[config.mk]
export PLATFORM = sky130hd
export DESIGN_NAME = hcsr04_multi_capture
export DESIGN_NICKNAME = d
export VERILOG_FILES = /design/src/rtl/hcsr04_multi_capture.sv
export SDC_FILE = /design/constraint.sdc
export NUM_CORES = 1
export LEC_CHECK = 0
export BUFFER_PORTS_ARGS = -buffer_cell sky130_fd_sc_hd__buf_2
export CAP_MARGIN = 0
export CORE_MARGIN = 5
export CORE_UTILIZATION = 55
export CTS_BUF_LIST = sky130_fd_sc_hd__clkbuf_4 sky130_fd_sc_hd__clkbuf_8
export DETAILED_ROUTE_END_ITERATION = 12
export PLACE_DENSITY = 0.8
export SYNTH_ARGS = -nofsm -noshare
export SYNTH_HDL_FRONTEND = slang
export SYNTH_SLANG_ARGS = --single-unit
[constraint.sdc]
create_clock -name i_clk -period 5.55 [get_ports i_clk]
set_clock_uncertainty 0.1 [all_clocks]
set_input_delay 1.11 -clock i_clk [delete_from_list [all_inputs] [get_ports i_clk]]
set_output_delay 1.11 -clock i_clk [all_outputs]
set_load 0.005 [all_outputs]
[src/rtl/hcsr04_multi_capture.sv]
// ============================================================================
// hcsr04_multi_capture
// ----------------------------------------------------------------------------
// Round-robin HC-SR04 ultrasonic ranging controller for N_CH sensors. One
// channel at a time is triggered and its echo pulse width is measured in clock
// cycles. A missing echo and an over-long echo are both reported as timeouts.
// One shared counter times every phase (trigger, echo wait, echo, holdoff).
//
// Ports
//   i_clk        single clock
//   i_rst        asynchronous active-high reset
//   i_enable     level enable for the measurement scan
//   i_echo       [N_CH]        asynchronous echo pins
//   o_trigger    [N_CH]        trigger pins (only the active channel ever pulses)
//   o_echo_time  [N_CH*CNT_W]  last result per channel, ch k at [k*CNT_W +: CNT_W]
//   o_timeout    [N_CH]        last measurement of the channel timed out
//   o_valid      one-cycle strobe on each result update
//   o_ch         channel index of the update signalled by o_valid
// ============================================================================
module hcsr04_multi_capture #(
    parameter int T_CLK   = 10,
    parameter int N_CH    = 4,
    parameter int CNT_W   = 22,
    parameter int TRIG_NS = 10_000,
    parameter int WAIT_NS = 1_000_000,
    parameter int ECHO_NS = 38_000_000,
    parameter int HOLD_NS = 60_000_000
) (
    input  logic                     i_clk,
    input  logic                     i_rst,
    input  logic                     i_enable,
    input  logic [N_CH-1:0]          i_echo,
    output logic [N_CH-1:0]          o_trigger,
    output logic [N_CH*CNT_W-1:0]    o_echo_time,
    output logic [N_CH-1:0]          o_timeout,
    output logic                     o_valid,
    output logic [((N_CH > 1) ? $clog2(N_CH) : 1)-1:0] o_ch
);

    localparam int CH_W   = (N_CH > 1) ? $clog2(N_CH) : 1;
    localparam int TRIG_C = TRIG_NS / T_CLK;
    localparam int WAIT_C = WAIT_NS / T_CLK;
    localparam int ECHO_C = ECHO_NS / T_CLK;
    localparam int HOLD_C = HOLD_NS / T_CLK;
    localparam int MAX_TW = (TRIG_C > WAIT_C) ? TRIG_C : WAIT_C;
    localparam int MAX_EH = (ECHO_C > HOLD_C) ? ECHO_C : HOLD_C;
    localparam int MAX_C  = (MAX_TW > MAX_EH) ? MAX_TW : MAX_EH;
    localparam int CW     = $clog2(MAX_C + 1);
    localparam int XW     = (CW > CNT_W) ? CW : CNT_W;

    typedef enum logic [2:0] {
        S_IDLE,
        S_TRIG,
        S_WAIT_ECHO,
        S_ECHO,
        S_HOLD
    } state_t;

    state_t            r_state, w_state_d;
    logic [CW-1:0]     r_cnt, w_cnt_d;
    logic [CH_W-1:0]   r_ch, w_ch_d;
    logic [N_CH-1:0]   r_trig, w_trig_d;

    logic [N_CH-1:0]   r_sy1, r_sy2, r_sy3;
    logic              w_rise, w_fall;

    logic              w_rec;
    logic              w_rec_to;
    logic [CNT_W-1:0]  w_rec_val;

    logic [CNT_W-1:0]  r_time [N_CH];
    logic [N_CH-1:0]   r_to;
    logic              r_valid;
    logic [CH_W-1:0]   r_och;

    // Echo synchronizer: r_sy1/r_sy2 resynchronise, r_sy3 is the edge-detect delay.
    always_ff @(posedge i_clk or posedge i_rst) begin
        if (i_rst) begin
            r_sy1 <= '0;
            r_sy2 <= '0;
            r_sy3 <= '0;
        end else begin
            r_sy1 <= i_echo;
            r_sy2 <= r_sy1;
            r_sy3 <= r_sy2;
        end
    end

    // Only the active channel is observed; other channels' edges are ignored.
    assign w_rise = r_sy2[r_ch] & ~r_sy3[r_ch];
    assign w_fall = ~r_sy2[r_ch] & r_sy3[r_ch];

    always_ff @(posedge i_clk or posedge i_rst) begin
        if (i_rst) begin
            r_state <= S_IDLE;
            r_cnt   <= '0;
            r_ch    <= '0;
            r_trig  <= '0;
        end else begin
            r_state <= w_state_d;
            r_cnt   <= w_cnt_d;
            r_ch    <= w_ch_d;
            r_trig  <= w_trig_d;
        end
    end

    always_comb begin
        w_state_d = r_state;
        w_cnt_d   = r_cnt;
        w_ch_d    = r_ch;
        w_trig_d  = '0;
        w_rec     = 1'b0;
        w_rec_to  = 1'b0;
        w_rec_val = '0;

        case (r_state)
            S_IDLE: begin
                w_cnt_d = '0;
                if (i_enable) w_state_d = S_TRIG;
            end
            S_TRIG: begin
                if (r_cnt == CW'(TRIG_C - 1)) begin
                    w_state_d = S_WAIT_ECHO;
                    w_cnt_d   = '0;
                end else begin
                    w_cnt_d = r_cnt + 1'b1;
                end
            end
            S_WAIT_ECHO: begin
                // A level already high at entry produces no edge, so it is not a rise.
                if (w_rise) begin
                    w_state_d = S_ECHO;
                    w_cnt_d   = '0;
                end else if (r_cnt == CW'(WAIT_C - 1)) begin
                    w_rec     = 1'b1;
                    w_rec_to  = 1'b1;
                    w_state_d = S_HOLD;
                    w_cnt_d   = '0;
                end else begin
                    w_cnt_d = r_cnt + 1'b1;
                end
            end
            S_ECHO: begin
                if (w_fall || r_cnt == CW'(ECHO_C)) begin
                    w_rec     = 1'b1;
                    w_rec_to  = ~w_fall;
                    // r_cnt stops at ECHO_C, so it never wraps; clamp to the result width.
                    if (XW'(r_cnt) > XW'({CNT_W{1'b1}})) w_rec_val = '1;
                    else                                  w_rec_val = CNT_W'(r_cnt);
                    w_state_d = S_HOLD;
                    w_cnt_d   = '0;
                end else begin
                    w_cnt_d = r_cnt + 1'b1;
                end
            end
            S_HOLD: begin
                if (r_cnt == CW'(HOLD_C - 1)) begin
                    w_cnt_d   = '0;
                    w_ch_d    = (r_ch == CH_W'(N_CH - 1)) ? '0 : r_ch + 1'b1;
                    w_state_d = i_enable ? S_TRIG : S_IDLE;
                end else begin
                    w_cnt_d = r_cnt + 1'b1;
                end
            end
            default: begin
                w_state_d = S_IDLE;
                w_cnt_d   = '0;
            end
        endcase

        // Trigger is registered from the next state so the pin is glitch-free.
        if (w_state_d == S_TRIG) w_trig_d[w_ch_d] = 1'b1;
    end

    // Result registers: written in the detecting cycle, visible the cycle after.
    always_ff @(posedge i_clk or posedge i_rst) begin
        if (i_rst) begin
            for (int unsigned k = 0; k < N_CH; k++) r_time[k] <= '0;
            r_to    <= '0;
            r_valid <= 1'b0;
            r_och   <= '0;
        end else begin
            r_valid <= w_rec;
            if (w_rec) begin
                r_time[r_ch] <= w_rec_val;
                r_to[r_ch]   <= w_rec_to;
                r_och        <= r_ch;
            end
        end
    end

    always_comb begin
        o_echo_time = '0;
        for (int unsigned k = 0; k < N_CH; k++) o_echo_time[k*CNT_W +: CNT_W] = r_time[k];
    end

    assign o_trigger = r_trig;
    assign o_timeout = r_to;
    assign o_valid   = r_valid;
    assign o_ch      = r_och;

endmodule

* After elaboration in Yosys (flattened, before gate mapping)
Index checks and enable logic that the tools add are counted.
Storage, ports and cells: flip-flop bits (word level) 139, word-level logic and storage cells 83, output and inout bits 99, input bits 7
Operators by class: equality and inequality tests 10, multiplexer cells 39, add/subtract/negate cells 2, order comparisons 7, reduce and logical (&&, ||, !) cells 5, bitwise logic cells 6
Operators by type and width (number):
- two-way mux 23 bit | 5
- one-hot mux 23 bit (4 select lines) | 1
- bitwise mux 88 bit | 1
- two-way mux 22 bit | 4
- demux 22 bit (select 2 bit) | 1
- adder 23 x 1 -> 23 bit (second input constant) | 1
- equality test 23 x 10 -> 1 bit (second input constant) | 1
- equality test 23 x 17 -> 1 bit (second input constant) | 1
- equality test 23 x 22 -> 1 bit (second input constant) | 1
- equality test 23 bit (second input constant) | 1
- greater-than comparator 23 x 22 -> 1 bit (second input constant) | 1
- two-way mux 3 bit | 6
- one-hot mux 3 bit (5 select lines) | 1
- two-way mux 1 bit | 9
- equality test 3 x 1 -> 1 bit (second input constant) | 2
- equality test 3 x 2 -> 1 bit (second input constant) | 2
- < comparator 2 x 3 -> 1 bit (second input constant) | 2
- two-way mux 2 bit | 3
- binary-select mux 1 bit (select 2 bit) | 2
- bitwise mux 4 bit | 1
- demux 1 bit (select 2 bit) | 2
- greater-or-equal comparator 2 x 1 -> 1 bit (second input constant) | 2
- two-way mux 4 bit | 1
- one-hot mux 1 bit (2 select lines) | 2
- other kinds (11) | 16

* Logic depth before layout (Yosys ltp)
Gate-level depths: netlist (run 1).
depth in word-level cells 9, depth in mapped cells 9, gate-level depth less buffers 7

* Worst setup path before layout (run 1)
No wires, ideal clock.
path kind reg2reg, start point register r_cnt[13], end point register r_cnt[0], buffers on the path 1, library setup time 0.127 ns, stages on the path, launching flop included 7, period minus slack after synthesis 2.207 ns, setup slack 3.343 ns, data required time 5.323 ns, arrival 1.981 ns, cell sequence dfrtp_1 or3_4 or3_1 or2_4 a221oi_4 buf_6 a21oi_2
On the way: word-level cells in the longest chain between the ends 4, elaborated cells between the ends (all ways) 11, those cells by class eq/ne (4); mux (6); reduce/logical (1)
RTL lines:
- start: declaration | RTL line 60 | logic [CW-1:0] r_cnt, w_cnt_d;
- start signal: assignment | RTL line 101 | r_cnt <= w_cnt_d;
- equality test 23 x 17 -> 1 bit / equality test 23 x 22 -> 1 bit (equally long branches) | RTL line 134, 144
- two-way mux 23 bit / logical OR 1 bit (equally long branches) | RTL line 134, 144
- two-way mux 23 bit, on equally long branches | RTL line 131, 144
- one-hot mux 23 bit (4 select lines) (*) | RTL line 116 | case (r_state)
- via w_cnt_d[0] | RTL line 60
The timed path passes the listed nets; every way through them passes the cells marked *. A chain may end at the register's enable or synchronous reset.

* Worst setup path after layout (run 1)
start point register r_ch[0], end point register r_time (netlist bit o_echo_time[8])
On the way: word-level cells in the longest chain between the ends 8, elaborated cells between the ends (all ways) 21, those cells by class order compare (2); mux (12); bitwise (5); reduce/logical (2)
RTL lines:
- start: declaration | RTL line 61 | logic [CH_W-1:0] r_ch, w_ch_d;
- start signal: assignment | RTL line 102 | r_ch <= w_ch_d;
- binary-select mux 1 bit (select 2 bit) | RTL line 90, 91
- two-way mux 1 bit (implied by the code) | RTL line 90, 91
- NOT 1 bit | RTL line 91 | assign w_fall = ~r_sy2[r_ch] & r_sy3[r_ch];
- bitwise AND 1 bit | RTL line 91
- logical OR 1 bit | RTL line 144 | if (w_fall || r_cnt == CW'(ECHO_C)) begin
- two-way mux 22 bit | RTL line 144
- two-way mux 22 bit | RTL line 116
- bitwise mux 88 bit | RTL line 185 | r_time[r_ch] <= w_rec_val;
- end signal: indexed assignment | RTL line 185
- end: declaration | RTL line 71 | logic [CNT_W-1:0] r_time [N_CH];
Parallel ways exist; a longest one is shown, timed or not. The select of a mux whose other input is x is not followed.

==> metrics.md, run 1 <==
| Metric | Value |
|---|---|
| Mapped Area | `0.00682 sq mm` |
| Worst-path cell chain | `mux4_2 > nor2b_1 > nand4b_1 > a21bo_2 > buf_4 > o21ai_0` |
| Area Growth Syn to Fin | `13.2%` |
| Gpl congestion | `0.880` |
| Crit start category | `flop` |
| Reg2reg path depth | `6` |
| Critical Path Max Stage Delay | `0.90 ns` |
| Worst-skew pair later-pin latency | `0.44 ns` |
| Largest area contributor in the netlist | `dfrtp_1` |
| Post-synth top area share | `51.0%` |
| P_sw | `417 uW` |
| Final Hold Viols | `0` |
| Tcrit/Tclk final | `58.8%` |
| Critical Path AT | `3.47 ns` |
| Total negative slack | `0 ns` |
| Postcts setup bufs | `0` |
| Critical Path RT | `5.75 ns` |
| Htree depth | `4` |
| Via Count | `5615` |
| Input/output buffers | `105` |
| Cell count of the worst hold path | `0` |
| Vias in the first global route | `5099` |
| WL met2 | `7.26 mm` |
| Pwr Density | `233 mW/mm^2` |
| Slew margin rel. | `18.0%` |
| Largest net degree at the start of global routing | `106` |
| Num ports | `106` |
| Max Cap Viol | `0` |
| Synthesized instance count | `768` |
| Sequential-to-total area share from yosys stat | `51.0%` |
| Synth warn | `0` |
| FMAX | `306 MHz` |
| DRC viols | `0` |
| Number of synthesized flops with an enable pin | `0` |
| Antenna-violating nets left | `0` |
| FF/Latch Area | `0.00348 sq mm` |
| Die width | `121 microns` |
| Syn_nets | `781` |
| Synth top area cells | `dfrtp_1 (51%), a31oi_1 (7.7%), nor2_1 (7.6%)` |
| Initial Utilization | `56.6%` |
| GRT overflow | `0` |
| Tightest Hold Check Type | `flop to flop` |
| Total wire length | `16.0 mm` |
| Number of cells on the critical path | `6` |
| Top_reg_cell synth | `dfrtp_1` |
| Comb pwr share | `2.0%` |
| Syn_area_per_cell | `8.88 sq um` |
| Peak supply drop | `0.000192 V` |
| Lkg Pwr | `0.00359 uW` |
| Crit path max-delay cell type | `a21bo_2` |
| First-pass GRT wire length | `25.8 mm` |
| Max-slew violations | `0` |
| DP HPWL | `10.5 mm` |
| Number of distinct library cells after synthesis | `51` |
| Clock sinks | `139` |
| Least-Margin Pin Slew | `1.23 ns` |
| Diode count | `0` |
| Internal Dissipation | `1380 uW` |
| Top Metal Used | `met4` |
| Post-CTS Resized | `0` |
| Status | `completed` |
| Multi-input gate area | `0.00270 sq mm` |
| Critical hold path startpoint | `r_sy1[1]` |
| CP top delay family | `compound AO/OA/AOI/OAI gates` |
| Met3 wire length | `1.09 mm` |
| Final Net Count | `855` |
| Critical path fanouts, max | `58` |
| Top cells by count, synth | `dfrtp_1 (139), nor2_1 (139), inv_1 (105), a31oi_1 (84), o21ai_0 (71)` |
| WL/cell | `15.7 microns` |
| FFs w/ async S/R, synth | `100%` |
| Fillcell total | `998` |
| All-layer global routing usage | `22.0%` |
| Hold_buf cts | `0` |
| Die area | `0.0147 sq mm` |
| CTS tree | `built` |
| DR iter-0 viols | `693` |
| Switch share | `23.2%` |
| WP buf/inv | `1` |
| DR pass1 iterations | `5` |
| CTS Buf Count | `17` |
| Part of the power in registers | `56.7%` |
| CP endpoint kind | `flop` |
| Root Buffer | `clkbuf_8` |
| Initial antenna violation count | `0` |
| Via-to-Cell Ratio | `5.49` |
| Clock group share of total power | `41.3%` |
| CP Launch Point | `r_ch[0]` |
| Worst-case clock buffer depth | `2` |
| Worst reg2reg path startpoint | `r_ch[0]` |
| Setup CP Type | `flop to flop` |
| Fin crit period | `3.27 ns` |
| Layout cells sized above 1 | `20.9%` |
| WL met1 | `7.46 mm` |
| Clock Pin Slew Worst Setup and Hold Paths | `0.07 ns` |
| Row count | `40` |
| Total power | `1800 uW` |
| Die Height | `121 microns` |
| Total setup violations reported at the end of the flow | `0` |
| Unrepaired setup endpoints after global routing | `no` |
| Core area | `0.0121 sq mm` |
| Seq cells post-synth | `139` |
power groups by stage:
stage / clock [uW] / combinational, uW / sequential, uW
after detailed placement: 0 / 37.5 / 1040
final: 742 / 36.3 / 1020
after floorplan: 0 / 26.7 / 1040
after global routing: 808 / 41.4 / 1020
after global placement: 0 / 37.6 / 1040
after CTS: 759 / 37.5 / 1020
stage by stage:
| step | util (%) | hold WS, ns | worst slack (ns) | cells | cell area (sq um) |
|---|---|---|---|---|---|
| finish | 64.0 | 0.249 | 2.28 | 1023 | 7720 |
| global route | 64.0 | 0.266 | 2.04 | 1023 | 7720 |
| CTS | 64.0 | 0.252 | 2.29 | 1023 | 7720 |
| detailed placement | 61.1 | 0.236 | 2.32 | 991 | 7370 |
| global placement | 61.1 | 0.232 | 2.35 | 991 | 7370 |
| floorplan | - | 0.231 | 0.615 | 768 | 6820 |
path summary, 6_finish.rpt:
check | slack, ns | endpoint
max | 2.28 | o_echo_time[8]
min | 0.25 | r_sy2[1]
max reg2reg | 2.28 | o_echo_time[8]
min reg2reg | 0.25 | r_sy2[1]
max in group asynchronous | 3.53 | o_echo_time[24]
min in group asynchronous | 0.76 | o_trigger[2]
cells in the final DEF, fill, tap and decap left out, types with 5 or more instances in the layout:
cell type / instances
a21oi_1: 6
a21oi_2: 20
a31oi_1: 84
buf_2: 105
buf_4: 8
clkbuf_8: 17
clkinv_2: 8
dfrtp_1: 139
ha_1: 6
inv_1: 104
nand2_1: 8
nand3_1: 15
nor2_1: 139
nor3_1: 13
o21ai_0: 71
o21ai_1: 23
xnor2_1: 16
xor2_1: 5
registers in the layout (all words and copies together) (netlist names):
name	count
o_echo_time	88
r_cnt	23
o_timeout	4
o_trigger	4
r_sy1	4
r_sy2	4
r_sy3	4
r_state	3
o_ch	2
r_ch	2
o_valid	1
layer usage:
| layer | GRT usage (%) | vias to the layer above |
|---|---|---|
| li1 | - | 2724 |
| met1 | 31.5 | 2672 |
| met2 | 33.3 | 199 |
| met3 | 5.83 | 20 |
| met4 | 5.95 | 0 |
| met5 | 0 | - |
cells by family (layout without fill, tap and decap cells):
kind of cell,after synthesis,count (layout),synth area share [%]
xor gates and xnor gates,21,21,2.70
adders and majority gates,6,6,1.10
buffers and inverters,163,250,9.67
DFF,139,139,51.0
muxes,10,10,1.91
and+or+nand+nor,214,214,14.5
AOI/OAI and AO/OA,215,215,19.2
cell type report:
type | instances | area share (%)
flip-flops and latches | 139 | 45.0
clock buffers | 19 | 3.22
multi-input cells | 466 | 34.9
well taps | 168 | 2.72
clock inverters | 13 | 1.35
inverters | 105 | 5.17
repair buffers | 113 | 7.58
Power figures use the tool's default switching activity.
==> run 2, diff against run 1 <==
--- a/config.mk
+++ b/config.mk
@@ -5,6 +5,7 @@
 export SDC_FILE = /design/constraint.sdc
 export NUM_CORES = 1
 export LEC_CHECK = 0
+export ABC_AREA = 1
 export BUFFER_PORTS_ARGS = -buffer_cell sky130_fd_sc_hd__buf_2
 export CAP_MARGIN = 0
 export CORE_MARGIN = 5
==> constraint.sdc (replaced) <==
create_clock -name i_clk -period 3.3 [get_ports i_clk]
set_clock_uncertainty 0.1 [all_clocks]
set_input_delay 0.66 -clock i_clk [delete_from_list [all_inputs] [get_ports i_clk]]
set_output_delay 0.66 -clock i_clk [all_outputs]
set_load 0.005 [all_outputs]
==> run 2 against run 1 <==
Sequential power rose by 68%. Area after synthesis fell by 3.5%. Worst setup slack got worse by 1.5 ns. Final area fell by 2.4%. Sequential share of layout area rose by 1.1 points. Worst hold slack got worse by 0.058 ns. Combinational power rose by 39%. Wire length rose by 0.84%. Total power rose by 70%. Largest cell class unchanged. Largest power group unchanged.
==> metrics.md, run 2 <==
| Metric | Value |
|---|---|
| Post-placement cell area | `0.00717 sq mm` |
| WHS | `0.191 ns` |
| Antenna-violating nets left | `0` |
| First-pass GRT wire length | `26.5 mm` |
| Via-to-Cell Ratio | `5.18` |
| Synth top area cells | `dfrtp_1 (53%), nand2_1 (20%), nor2_1 (4.4%)` |
| Tightest Hold Check Type | `input pin to asynchronous set/reset pin` |
| Die width | `119 microns` |
| Htree depth | `4` |
| FFs w/ async S/R, synth | `100%` |
| Total wire length | `16.1 mm` |
| Vias in the first global route | `5192` |
| Critical Path RT | `3.60 ns` |
| DP Worst Slack | `0.832 ns` |
| Seq cells post-synth | `139` |
| Core area | `0.0119 sq mm` |
| Most common cell in the netlist | `nand2_1` |
| Top_reg_cell synth | `dfrtp_1` |
| GRT overflow | `0` |
| Synthesized instance count | `796` |
| DR iter-0 viols | `649` |
| Pwr Density | `404 mW/mm^2` |
| Top cells by count, synth | `nand2_1 (358), dfrtp_1 (139), nor2_1 (78), inv_1 (56), nand3_1 (41)` |
| Worst-case clock buffer depth | `2` |
| FMAX | `401 MHz` |
| Hold_buf cts | `0` |
| Tcrit/Tclk final | `75.5%` |
| Input/output buffers | `105` |
| Syn_nets | `809` |
| Final Net Count | `921` |
| Number of distinct library cells after synthesis | `25` |
| Setup ws final | `0.807 ns` |
| CTS Buf Count | `17` |
| Gpl congestion | `0.947` |
| Slew margin rel. | `56.1%` |
| Worst-skew pair later-pin latency | `0.45 ns` |
| Setup CP Type | `flop to flop` |
| Status | `completed` |
| DR pass1 iterations | `5` |
| Clock sinks | `139` |
| Least-Margin Pin Slew | `0.657 ns` |
| Unrepaired setup endpoints after global routing | `no` |
| Postcts setup bufs | `0` |
| Fillcell total | `1027` |
| Diode count | `0` |
| Final Non-Filler Cells | `1068` |
| Largest net degree at the start of global routing | `53` |
| Die Height | `119 microns` |
| Total setup violations reported at the end of the flow | `0` |
| CTS tree | `built` |
| Syn_area_per_cell | `8.27 sq um` |
| Final Hold Viols | `0` |
| Number of synthesized flops with an enable pin | `0` |
| Die area | `0.0143 sq mm` |
| Post-synth top area share | `52.9%` |
| Crit start category | `flop` |
| Max reg flops | `88` |
| Lkg Pwr | `0.00433 uW` |
| Row count | `40` |
| Commonest non-fill, non-tap cell in the layout | `nand2_1` |
| DRC viols | `0` |
| WL/cell | `15.1 microns` |
| Root Buffer | `clkbuf_8` |
| Sequential-to-total area share from yosys stat | `52.9%` |
| Initial Utilization | `55.5%` |
| Synth warn | `0` |
| Mapped Area | `0.00658 sq mm` |
| Total negative slack | `0 ns` |
| Critical path fanouts, max | `26` |
| Via Count | `5529` |
| Post-Place Cells | `1036` |
| Post-CTS Resized | `0` |
| Critical Path AT | `2.79 ns` |
| Initial antenna violation count | `0` |
| All-layer global routing usage | `23.6%` |
| Layout cells sized above 1 | `21.2%` |
| Clock Pin Slew Worst Setup and Hold Paths | `0.08 ns` |
| Fin crit period | `2.49 ns` |
| Max-slew violations | `0` |
| Most frequent cells in the layout | `nand2_1 (358), dfrtp_1 (139), buf_2 (105)` |
| Final instance area | `0.00753 sq mm` |
| DP HPWL | `11.6 mm` |
| Area Growth Syn to Fin | `14.5%` |
| Max Cap Viol | `0` |
| Num ports | `106` |
| CP endpoint kind | `flop` |
| Largest area contributor in the netlist | `dfrtp_1` |
| Peak supply drop | `0.000190 V` |
-- run 2: changes by cell type in the layout (fill, tap and decap cells not counted), moves of 5 or more --
cell,delta
a31oi_1,-84
inv_1,-49
inv_2,+5
nand2_1,+350
nand2_4,+6
nand3_1,+26
nand4_1,+7
nor2_1,-61
nor3_1,-7
o21ai_0,-57
o21ai_1,-23
xnor2_1,-16
xor2_1,+10
-- run 2: logic make-up after synthesis --
kind of cell             share of synthesized area [%]
AO/OA/AOI/OAI                                     4.35
XOR/XNOR                                          2.00
buffers and inverters                             7.07
flip-flops                                        52.9
AND/OR/NAND/NOR                                   32.6
adder cells (fa/ha/maj)                           1.14
-- run 2: path summary, 6_finish.rpt --
path | depth (start not counted) | startpoint | to | slack [ns]
hold reg to reg | 0 | r_sy1[0] | r_sy2[0] | 0.25
setup / recovery | 11 | r_cnt[1] | o_echo_time[57] | 0.81
setup reg to reg | 11 | r_cnt[1] | o_echo_time[57] | 0.81
max in group asynchronous | 3 | i_rst | o_echo_time[53] | 2.23
min in group i_clk | 1 | i_echo[1] | r_sy1[1] | 0.21
hold / removal | 2 | i_rst | r_cnt[16] | 0.19
-- run 2: critical path, stage by stage (launching register included) --
cell and delay (ns):
dfrtp_1 0.41, inv_1 0.10, ha_1 0.17, nand3_1 0.10
nor2_1 0.15, nand3_2 0.13, nand2_1 0.12, nand2_4 0.26
a21oi_2 0.44, buf_4 0.28, nand2_1 0.08, nand2_1 0.06
-- run 2: routing by layer --
| layer | part of all wire (%) | track usage [%] | up-vias |
|---|---|---|---|
| li1 | - | - | 2678 |
| met4 | 1.5 | 6.80 | 0 |
| met1 | 46 | 33.2 | 2617 |
| met3 | 6.4 | 5.84 | 26 |
| met5 | 0 | 0 | - |
| met2 | 46 | 36.7 | 208 |
-- run 2: report_power, final --
part           internal, uW  switching [uW]
Clock                   612             671
Sequential             1710            2.68
Combinational          10.9            39.5
-- run 2: area by class of cell --
type / count / area (sq um) / area share [%]
timing repair buffer: 116 / 633 / 8.40
clock inverter: 14 / 120 / 1.59
tap: 147 / 184 / 2.44
multi-input combinational: 573 / 2640 / 35.0
clock buffer: 18 / 248 / 3.29
inverter: 61 / 233 / 3.09
sequential: 139 / 3480 / 46.2
-- run 2: per-stage QoR --
stage,power (uW),utilization [%]
global route,3150,63.5
CTS,3070,63.5
finish,3050,63.5
detailed placement,1800,60.4
global placement,1800,60.4
floorplan,1780,-
